--- src/rtl/vending_core_param.sv ---
// Parametrised vending controller core: per-slot stock/price, buy/restock/retrieve/reprice
// transactions through a start/done handshake with a registered error code.
//
// state    | meaning
// S_IDLE   | waiting for start; request fields latched on start
// S_CHECK  | evaluate error code and change into registers
// S_COMMIT | apply stock/price/cash updates when no error
// S_FINISH | load done/err/err_code/change outputs, return to idle
module vending_core_param #(
    parameter int N_TYPES     = 8,
    parameter int TYPE_W      = 3,
    parameter int SUPPLY_W    = 4,
    parameter int PRICE_W     = 4,
    parameter int AMT_W       = 4,
    parameter int MONEY_W     = 7,
    parameter int ACC_W       = 9,
    parameter int HIST_W      = 12,
    parameter int INIT_SUPPLY = 5,
    parameter int INIT_PRICE  = 3
) (
    input  logic                clk,
    input  logic                rst,
    input  logic                start,
    input  logic [1:0]          mode,
    input  logic [TYPE_W-1:0]   sel_type,
    input  logic [MONEY_W-1:0]  money,
    input  logic [AMT_W-1:0]    qty,
    output logic                busy,
    output logic                done,
    output logic                err,
    output logic [2:0]          err_code,
    output logic [MONEY_W-1:0]  change,
    output logic [ACC_W-1:0]    acc,
    output logic [ACC_W-1:0]    retrieved,
    output logic [HIST_W-1:0]   history,
    output logic [SUPPLY_W-1:0] stock,
    output logic [PRICE_W-1:0]  price
);
    typedef enum logic [1:0] {S_IDLE, S_CHECK, S_COMMIT, S_FINISH} state_t;

    localparam logic [1:0] M_BUY = 2'd0, M_RESTOCK = 2'd1, M_RETRIEVE = 2'd2, M_REPRICE = 2'd3;
    localparam int COST_W = PRICE_W + AMT_W;
    localparam int W1     = (ACC_W > COST_W) ? ACC_W : COST_W;
    localparam int CMP_W  = ((W1 > MONEY_W) ? W1 : MONEY_W) + 1;
    localparam int RS_W   = ((SUPPLY_W > AMT_W) ? SUPPLY_W : AMT_W) + 1;
    localparam int HS_W   = ((HIST_W > ACC_W) ? HIST_W : ACC_W) + 1;

    state_t state, state_nx;

    logic [SUPPLY_W-1:0] stock_mem [N_TYPES];
    logic [PRICE_W-1:0]  price_mem [N_TYPES];

    logic [1:0]         mode_q;
    logic [TYPE_W-1:0]  type_q;
    logic [MONEY_W-1:0] money_q;
    logic [AMT_W-1:0]   qty_q;
    logic [2:0]         code_q;
    logic [MONEY_W-1:0] change_q;

    logic                in_range;
    logic [SUPPLY_W-1:0] cur_stock;
    logic [PRICE_W-1:0]  cur_price;
    logic [PRICE_W-1:0]  new_price;
    logic [COST_W-1:0]   cost;
    logic [CMP_W-1:0]    money_w, cost_w, acc_sum;
    logic [RS_W-1:0]     stock_w, qty_w, rs_sum;
    logic [HS_W-1:0]     hist_sum;
    logic [2:0]          code_nx;
    logic [MONEY_W-1:0]  change_nx;

    assign busy  = (state != S_IDLE);
    assign stock = (int'(sel_type) < N_TYPES) ? stock_mem[sel_type] : '0;
    assign price = (int'(sel_type) < N_TYPES) ? price_mem[sel_type] : '0;

    always_ff @(posedge clk or posedge rst) begin
        if (rst) state <= S_IDLE;
        else     state <= state_nx;
    end

    always_comb begin
        state_nx = state;
        case (state)
            S_IDLE:   if (start) state_nx = S_CHECK;
            S_CHECK:  state_nx = S_COMMIT;
            S_COMMIT: state_nx = S_FINISH;
            S_FINISH: state_nx = S_IDLE;
            default:  state_nx = S_IDLE;
        endcase
    end

    // All checks work on the latched request so later input changes are ignored.
    always_comb begin
        in_range  = (int'(type_q) < N_TYPES);
        cur_stock = in_range ? stock_mem[type_q] : '0;
        cur_price = in_range ? price_mem[type_q] : '0;
        new_price = qty_q[PRICE_W-1:0];
        cost      = {{AMT_W{1'b0}}, cur_price} * {{PRICE_W{1'b0}}, qty_q};
        money_w   = CMP_W'(money_q);
        cost_w    = CMP_W'(cost);
        acc_sum   = CMP_W'(acc) + cost_w;
        stock_w   = RS_W'(cur_stock);
        qty_w     = RS_W'(qty_q);
        rs_sum    = stock_w + qty_w;
        hist_sum  = HS_W'(history) + HS_W'(acc);

        code_nx = 3'd0;
        case (mode_q)
            M_BUY: begin
                if (!in_range)                               code_nx = 3'd1;
                else if (qty_q == '0)                        code_nx = 3'd2;
                else if (stock_w < qty_w)                    code_nx = 3'd3;
                else if (money_w < cost_w)                   code_nx = 3'd4;
                else if (acc_sum > CMP_W'({ACC_W{1'b1}}))    code_nx = 3'd5;
            end
            M_RESTOCK: begin
                if (!in_range)                               code_nx = 3'd1;
                else if (qty_q == '0)                        code_nx = 3'd2;
                else if (rs_sum > RS_W'({SUPPLY_W{1'b1}}))   code_nx = 3'd6;
            end
            M_REPRICE: begin
                if (!in_range)                               code_nx = 3'd1;
                else if (new_price == '0)                    code_nx = 3'd7;
            end
            default: code_nx = 3'd0;
        endcase

        change_nx = '0;
        if (mode_q == M_BUY)
            change_nx = (code_nx == 3'd0) ? MONEY_W'(money_w - cost_w) : money_q;
    end

    always_ff @(posedge clk or posedge rst) begin
        if (rst) begin
            for (int i = 0; i < N_TYPES; i++) begin
                stock_mem[i] <= SUPPLY_W'(INIT_SUPPLY);
                price_mem[i] <= PRICE_W'(INIT_PRICE);
            end
            mode_q    <= '0;
            type_q    <= '0;
            money_q   <= '0;
            qty_q     <= '0;
            code_q    <= '0;
            change_q  <= '0;
            acc       <= '0;
            retrieved <= '0;
            history   <= '0;
            change    <= '0;
            err       <= 1'b0;
            err_code  <= '0;
            done      <= 1'b0;
        end else begin
            done <= (state == S_FINISH);
            case (state)
                S_IDLE: if (start) begin
                    mode_q  <= mode;
                    type_q  <= sel_type;
                    money_q <= money;
                    qty_q   <= qty;
                end
                S_CHECK: begin
                    code_q   <= code_nx;
                    change_q <= change_nx;
                end
                S_COMMIT: if (code_q == 3'd0) begin
                    case (mode_q)
                        M_BUY: begin
                            stock_mem[type_q] <= cur_stock - SUPPLY_W'(qty_q);
                            acc               <= ACC_W'(acc_sum);
                        end
                        M_RESTOCK: stock_mem[type_q] <= SUPPLY_W'(rs_sum);
                        M_RETRIEVE: begin
                            retrieved <= acc;
                            acc       <= '0;
                            history   <= (hist_sum > HS_W'({HIST_W{1'b1}})) ? {HIST_W{1'b1}}
                                                                             : HIST_W'(hist_sum);
                        end
                        default: price_mem[type_q] <= new_price;
                    endcase
                end
                S_FINISH: begin
                    err      <= (code_q != 3'd0);
                    err_code <= code_q;
                    change   <= change_q;
                end
                default: ;
            endcase
        end
    end
endmodule
--- config.mk ---
export PLATFORM = sky130hd
export DESIGN_NAME = vending_core_param
export DESIGN_NICKNAME = d
export VERILOG_FILES = /design/src/rtl/vending_core_param.sv
export SDC_FILE = /design/constraint.sdc
export NUM_CORES = 1
export LEC_CHECK = 0
export CAP_MARGIN = 20
export CORE_MARGIN = 3
export CORE_UTILIZATION = 45
export CTS_CLUSTER_DIAMETER = 60
export DETAILED_ROUTE_END_ITERATION = 10
export PLACE_DENSITY = 0.64
export SLEW_MARGIN = 40
export SYNTH_ARGS = -nofsm -noshare
export SYNTH_HDL_FRONTEND = slang
export SYNTH_SLANG_ARGS = --single-unit
--- constraint.sdc ---
create_clock -name clk -period 7.25 [get_ports clk]
set_clock_uncertainty 0.2 [all_clocks]
set_input_delay 0.725 -clock clk [delete_from_list [all_inputs] [get_ports clk]]
set_output_delay 0.725 -clock clk [all_outputs]
set_load 0.1 [all_outputs]
# Yosys cells after proc, flatten, opt, wreduce, memory -nomap -nowiden
# Cells that the tools add are included.
[op_classes]
reduce_logical = 16
bitwise = 3
div = 0
muxes = 32
order_cmp = 8
n_addsub = 5
multipliers = 1
eq_ne = 7
n_shift = 0
[ops]
columns = ["cell", "n"]
rows = [
  ["$bwmux 32", 3],
  ["$pmux 32 s2", 1],
  ["$bmux 4 s3", 4],
  ["$mux 4", 9],
  ["$mux 3", 7],
  ["$pmux 9 s2", 1],
  ["$mux 7", 2],
  ["$add 12x9->13", 1],
  ["$gt 13x12->1 const B", 1],
  ["$demux 4 s3", 1],
  ["$mux 12", 1],
  ["$reduce_and 3->1", 4],
  ["$add 9x8->10", 1],
  ["$gt 10x9->1 const B", 1],
  ["$pmux 3 s3", 1],
  ["$eq 2x2->1 const B", 4],
  ["$ge 4x4->1 const B", 2],
  ["$lt 7x8->1", 1],
  ["$mul 4x4->8", 1],
  ["$not 3->4", 2],
  ["$pmux 2 s4", 1],
  ["$sub 7x7->7", 1],
  ["$logic_not 3->1", 2],
  ["$reduce_bool 2->1", 3],
  ["other kinds (15)", 17],
]
[word_totals]
mem_bits_rw = 0
ff_bits = 134
in_bits = 19
out_inout_bits = 51
mem_bits_ro = 0
wordCells = 102
n_memories = 0
latchBits = 0

# Longest topological paths before layout
[logic_depth]
ltp_word = 15
mapped_depth = 25
depth_no_buf = 24

# Worst setup path before layout
# No wires, ideal clock.
[synth_path]
path_kind = "reg2reg"
from = "register type_q[0]"
to = "register change_q[0]"
required_time_ns = 6.929
stages_incl_launch_ff = 21
setup_time_ns = 0.121
arrival_ns = 5.512
path_buffers = 3
period_less_slack_ns = 5.833
setup_slack_ns = 1.417
cell_sequence = "dfrtp_1 > clkbuf_1 > buf_1 > clkbuf_1 > mux2i_1 > nand2b_1 > fa_1 > inv_1 > fa_1 > ha_1 > a211o_1 > a2111oi_1 > nand3b_2 > ha_1 > a21oi_1 > o21ai_0 > a22oi_1 > or3b_4 > a31oi_4 > mux2i_1 > a22o_1"
[synth_between]
elab_chain_cells = 15
word_cells_on_any_way = 25
cone_classes = "add/sub (3); mul (1); order compare (4); mux (15); bitwise (1); reduce/logical (1)"
[synth_rtl]
columns = ["item", "line", "source"]
rows = [
  ["start, declared", "54", "logic [TYPE_W-1:0] type_q;"],
  ["start signal, assigned", "156", "type_q <= sel_type;"],
  ["$not 3->4 (not written as such) *", "94, 95", ""],
  ["$bmux 4 s3", "95", "cur_price = in_range ? price_mem[type_q] : '0;"],
  ["$mux 4 (not written as such) (2 in series)", "95", ""],
  ["$mul 4x4->8", "97", "cost = {{AMT_W{1'b0}}, cur_price} * {{PRICE_W{1'b0}}, qty_q};"],
  ["$add 9x8->10", "100", "acc_sum = CMP_W'(acc) + cost_w;"],
  ["$gt 10x9->1", "113", "else if (acc_sum > CMP_W'({ACC_W{1'b1}})) code_nx = 3'd5;"],
  ["$mux 3", "113", ""],
  ["$mux 3", "112", "else if (money_w < cost_w) code_nx = 3'd4;"],
  ["$mux 3", "111", "else if (stock_w < qty_w) code_nx = 3'd3;"],
  ["$mux 3", "110", "else if (qty_q == '0) code_nx = 3'd2;"],
  ["$pmux 3 s3", "107", "case (mode_q)"],
  ["$logic_not 3->1", "129", "change_nx = (code_nx == 3'd0) ? MONEY_W'(money_w - cost_w) : money_q;"],
  ["$mux 7 *", "129", ""],
  ["$mux 7 *", "128", "if (mode_q == M_BUY)"],
  ["end signal, assigned", "162", "change_q <= change_nx;"],
  ["end, declared", "58", "logic [MONEY_W-1:0] change_q;"],
]
# Every way passes the cells marked *; elsewhere a longest branch is shown, timed or not. The select of a mux whose other input is x is not followed.
# A chain may end at the register's enable or synchronous reset.

# Final worst setup path
[layout_path]
from = "register type_q[1]"
to = "register change_q[0]"
# Same word-level chain as after synthesis.

==> results.toml <==
[sta]
max_freq_ghz = 0.158
setup_violations = 0
max-slew-margin-rel = 0.498
rsz0062_at_grt = "no"
worst_slew_pin_slew_ns = 0.746
layout_min_cycle_time_ns = 6.35
hold_viol = 0
fin_tns_setup_ns = 0
fin_crit_sh = 0.875
report.final.slew_viol_count = 0

[yosys]
ys_types = 61
synthArstFlopShare = 1.00
post_synth_mux_area_share = 0.177
ys_seq_area_frac = 0.424
synth-simple-area-share = 0.123
synth_cells = 750
synth_flop_cell = "dfrtp_1"
synth_xor_area_frac = 0.0208
syn_area_per_cell_sq_um = 10.7
synth-edff-count = 0
synth_top_family_by_area = "multiplexers"
ys.warnings.count = 0
synth-adder-area-share = 0.0991
synth-compound-area-share = 0.124
syn_area_sq_um = 8000
ys_ff_latch = 134
syn_nets = 827

[setup_path]
critical_path_required_ns = 7.41
crit_type = "reg -> reg"
critPathArrivalTime_ns = 6.50
crit_fanout = 16
crit_path_end_kind = "register"
start_kind = "register"

[cells_and_area]
antenna_cells = 0
stdcell_count = 1056
finalNetCount = 895
layout-area-overhead-vs-synth_pct = 16.1
fin_util = 0.535
mostFrequentLayoutCell = "dfrtp_1"
drive_gt1_frac = 0.274
mostFrequentLayoutCells = "101 x dfrtp_1, 90 x nand2_1, 66 x mux2_2, 54 x nor2_1"

[power_and_ir_drop]
total_power_mw = 4.32
powerDensity_nw_per_um2 = 466
power.leakage_nw = 4.38
ir_drop_v = 0.000225

[global_route]
grt_pass1_vias = 6179
grt_antenna_before_repair = 0
met1_usage = 0.279
grtUsageMet3 = 0.0447
top_usage_layer = "met2"
gr-usage-all-layers = 0.205
grt_overflow = 0
grt_pass1_wl_um = 32200
grtUsageMet2 = 0.332
grt_max_degree = 78

[clocking]
ctsHoldBuffers = 0
cts_buffers = 17
root_buffer = "clkbuf_16"
cts.clk_slew.worst_paths_ns = 0.06
cts_sinks = 134
ctsLongestPathBuffers = 2
htree_num_levels = 4
cts_tree = "built"
cts_setup_buffers = 0
cts_resized = 0
insertion_delay_ns = 0.43

[floorplan]
die-area_sq_um = 19400
die_h_um = 139
dieWidth_um = 139
row_count = 48
core_sq_um = 17400
pin_count = 70
initial_core_util = 0.461

[route]
drtIter0Drc = 355
totalWireLength_um = 19300
wl_per_cell_um = 18.3
drtAntennaViolNets = 0
drc = 0
viasPerCell = 5.67
num_vias = 5987
first_pass_iters = 5

[job]
cap_violations = 0

[outcome]
status = "completed"

[placed_design]
place_inst = 1023
io_buffers = 69
dp_hpwl_um = 14000
gp_congestion = 0.868

[min_path]
hold_class = "reg -> reg"
## worst paths after layout
check	cells past startpoint	from	slack, ns	endpoint
setup / recovery	18	type_q[1]	0.90	change_q[0]
hold / removal	2	retrieved[6]	0.27	retrieved[6]
setup reg to reg	18	type_q[1]	0.90	change_q[0]
hold reg to reg	2	retrieved[6]	0.27	retrieved[6]
max in group asynchronous	3	rst	5.47	type_q[0]
min in group asynchronous	2	rst	0.39	history[10]
## per-layer routing
layer	up-vias	share of wire
met5	-	0
met2	151	0.49
met1	2996	0.45
met4	0	0.018
li1	2815	-
met3	25	0.044
## cells by family after synthesis
group                    count (synthesis)
adder cells (fa/ha/maj)                 58
AO/OA/AOI/OAI                          153
multiplexers                           108
buffers and inverters                   67
AND/OR/NAND/NOR                        211
flip-flops                             134
XOR/XNOR                                19
## metrics by stage
stage / hold WS, ns / worst slack, ns / instance area [sq um]
2_1_floorplan: 0.249 / 1.42 / 8000
3_3_place_gp: 0.258 / 1.02 / 8910
3_5_place_dp: 0.258 / 0.986 / 8660
4_1_cts: 0.273 / 0.933 / 9270
5_1_grt: 0.301 / 0.563 / 9290
6_report: 0.270 / 0.904 / 9290
## cells in the mapped netlist (13+ instances only)
cell type	n	area share
a21oi_1	39	0.024
clkbuf_1	15	0.0070
dfrtp_1	102	0.32
dfstp_2	32	0.11
ha_1	49	0.077
inv_1	41	0.019
mux2_2	66	0.093
mux2i_1	18	0.023
mux4_2	20	0.056
nand2_1	91	0.043
nor2_1	54	0.025
nor2b_1	14	0.011
nor3_1	13	0.0081
o21ai_0	52	0.033
xnor2_1	14	0.015
## worst max-delay path: stages, from the launching register on
cell and delay (ns):
dfrtp_1 0.74, mux4_2 0.57, mux2i_1 0.40, nand2b_1 0.20, fa_1 0.40, inv_1 0.10
fa_1 0.43, ha_1 0.33, a211o_1 0.31, a2111oi_1 0.31, nand3b_2 0.22, ha_1 0.29
a21oi_1 0.16, o21ai_0 0.10, a22oi_1 0.25, or3b_4 0.43, a31oi_4 0.36, mux2i_1 0.31
a22o_1 0.17
## area by class of cell
cell class              count  area [sq um]
fillers                  1496          8070
multi-input cells         549          4360
flip-flops and latches    134          3390
repair buffers             74           484
clock buffers              21           480
well taps                 225           282
inverters                  42           160
clock inverters            11           124
## registers in the layout (all words and copies together) (netlist names)
name       count
acc            9
stock_mem     32
done           1
change         7
history       12
money_q        7
new_price      4
change_q       7
err            1
mode_q         2
state          2
code_q         3
retrieved      9
err_code       3
type_q         3
price_mem     32
## power by group
| group | switching (mW) | total [mW] | internal [mW] |
|---|---|---|---|
| Clock | 0.328 | 0.870 | 0.541 |
| Combinational | 1.40 | 2.15 | 0.749 |
| Sequential | 0.292 | 1.30 | 1.01 |
| Total | 2.02 | 4.32 | 2.30 |
No activity file was read; power rests on OpenSTA's default activity.
==> edit (config.mk and constraints unchanged) <==
The 4 states of `state_t` get a one-hot encoding in 4 bits.
--- a/src/rtl/vending_core_param.sv
+++ b/src/rtl/vending_core_param.sv
@@ -36,7 +36,7 @@
     output logic [SUPPLY_W-1:0] stock,
     output logic [PRICE_W-1:0]  price
 );
-    typedef enum logic [1:0] {S_IDLE, S_CHECK, S_COMMIT, S_FINISH} state_t;
+    typedef enum logic [3:0] {S_IDLE = 4'b0001, S_CHECK = 4'b0010, S_COMMIT = 4'b0100, S_FINISH = 4'b1000} state_t;
 
     localparam logic [1:0] M_BUY = 2'd0, M_RESTOCK = 2'd1, M_RETRIEVE = 2'd2, M_REPRICE = 2'd3;
     localparam int COST_W = PRICE_W + AMT_W;
Function: same outputs for any inputs over 4 cycles, from zero or initial values and one cycle with rst high; so few cycles prove little.
==> edit against the original RTL <==
- worst setup slack worse by 0.040 ns
- synthesized area is 1.3% higher
- largest cell class unchanged
- cell count rose by 2.8%
- final area up 0.46%
- wire length is 2.2% higher
- count of clock-buffer cells in the layout is 2 higher
- first-iteration DRC count is 3.7% higher
- via count is 2.2% higher
- power is 23% lower
- largest power group unchanged
- synthesized cell count increased by 4.7%
- sequential cell count up 2
- critical path depth increased by 3
==> edit: results (changes against the original RTL) <==
synth_mux_area_share_pct: 14.9  # was 17.7%
cp_max_fo: 22  # was 16
status: "complete, no violations"  # unchanged
num-multi-input-gates: 579  # was 549
holdWs_ns: 0.258  # was 0.270 ns
seqAreaFraction_pct: 36.9  # was 36.6%
grt_pass1_wl_mm: 32.4  # was 32.2 mm
avgRoutedWirePerCell_um: 18.2  # was 18.3 um
place_inst: 1053  # was 1023
clk_share_pct: 5.91  # was 6.51%
p_leak_nw: 4.51  # was 4.38 nW
cp.arrival_ns: 6.53  # was 6.50 ns
die_w_um: 140  # was 139 um
vdd_drop_max_mv: 0.231  # was 0.225 mV
synth_xor_area_share_pct: 2.05  # was 2.08%
min_to: "retrieved[0]"  # was retrieved[6]
clock_buffers: 23  # was 21
synth_nets: 857  # was 827
grt_pass1_vias: 6121  # was 6179
grt_usage_pct: 20.5  # about the same
r2r_slack_ns: 0.86  # was 0.90 ns
synthDistinctLibCells: 66  # was 61
reg2regPathDepth: 21  # was 18
synth_compound_area_share_pct: 13.5  # was 12.4%
critPathTopFamily: "simple AND/OR/NAND/NOR gates"  # was compound AO/OA/AOI/OAI gates
multi_input_area_um2: 4400  # was 4360 um2
hold_class: "reg -> reg"  # unchanged
wirelength_mm: 19.7  # was 19.3 mm
power_density_nw_per_um2: 358  # was 466 nW/um2
bufAreaShareNonClock_pct: 5.35  # was 5.21%
num-nonclk-buffers: 75  # was 74
via_per_inst: 5.64  # was 5.67
syn_inst: 785  # was 750
synthTopCellsByArea: "dfrtp_1 32%, dfstp_2 11%, mux2_2 8.9%"  # was dfrtp_1 32%, dfstp_2 11%, mux2_2 9.3%
reg_top3: "price_mem (32), stock_mem (32), history (12)"  # unchanged
fin_nets: 920  # was 895
drive_above_1_share_pct: 26.2  # was 27.4%
n_fill_cell: 1532  # was 1496
nFlopsAndLatches: 136  # was 134
inv_count: 39  # was 42
grt_max_degree: 86  # was 78
min-delay-start: "retrieved[0]"  # was retrieved[6]
place.gp.congestion: 0.890  # was 0.868
synth_fa_ha_area_share_pct: 9.01  # was 9.91%
synth_common_cells: "103 x dfrtp_1, 99 x nand2_1, 70 x nor2_1"  # was 102 x dfrtp_1, 91 x nand2_1, 66 x mux2_2
relSlewSlack_pct: 48.1  # was 49.8%
placed_area_um2: 8740  # was 8660 um2
htreeDepth: 4  # unchanged
ys_seq_area_share_pct: 42.5  # was 42.4%
dp_worst_setup_slack_ns: 0.904  # was 0.986 ns
r2r_end: "change_q[1]"  # was change_q[0]
place_hpwl_mm: 14.4  # was 14.0 mm
## edit: cell count changes after synthesis, moves of 5 or more
cell	change
a21o_1	+7
and2_1	+9
nor2_1	+16
nand2b_1	-5
nand3_1	+7
ha_1	-5
mux2i_1	-8
o21ai_0	-19
a21oi_1	+9
nand2_1	+8
o2bb2ai_1	-5
## edit: worst max path at each step
stage / to / slack [ns] / cells past startpoint
finish: change_q[1] / 0.86 / 21
CTS: change_q[1] / 0.90 / 20
detailed placement: change_q[1] / 0.90 / 20
global route: change_q[1] / 0.39 / 21
floorplan: change_q[0] / 1.77 / 22
global placement: change_q[1] / 1.30 / 21
## edit: power breakdown
part           internal (mW)  leakage, nW  switching, mW
Sequential             0.924         1.74          0.229
Combinational          0.457         2.50          0.914
Clock                  0.495        0.280          0.317
## edit: per-layer routing
layer  global-route usage [%]  share of wire (%)  vias up
li1                         -                  -     2907
met1                     28.1                 45     3001
met2                     33.3                 49      183
met3                     3.45                4.5       30
met4                     6.99                1.8        0
met5                        0                  0        -
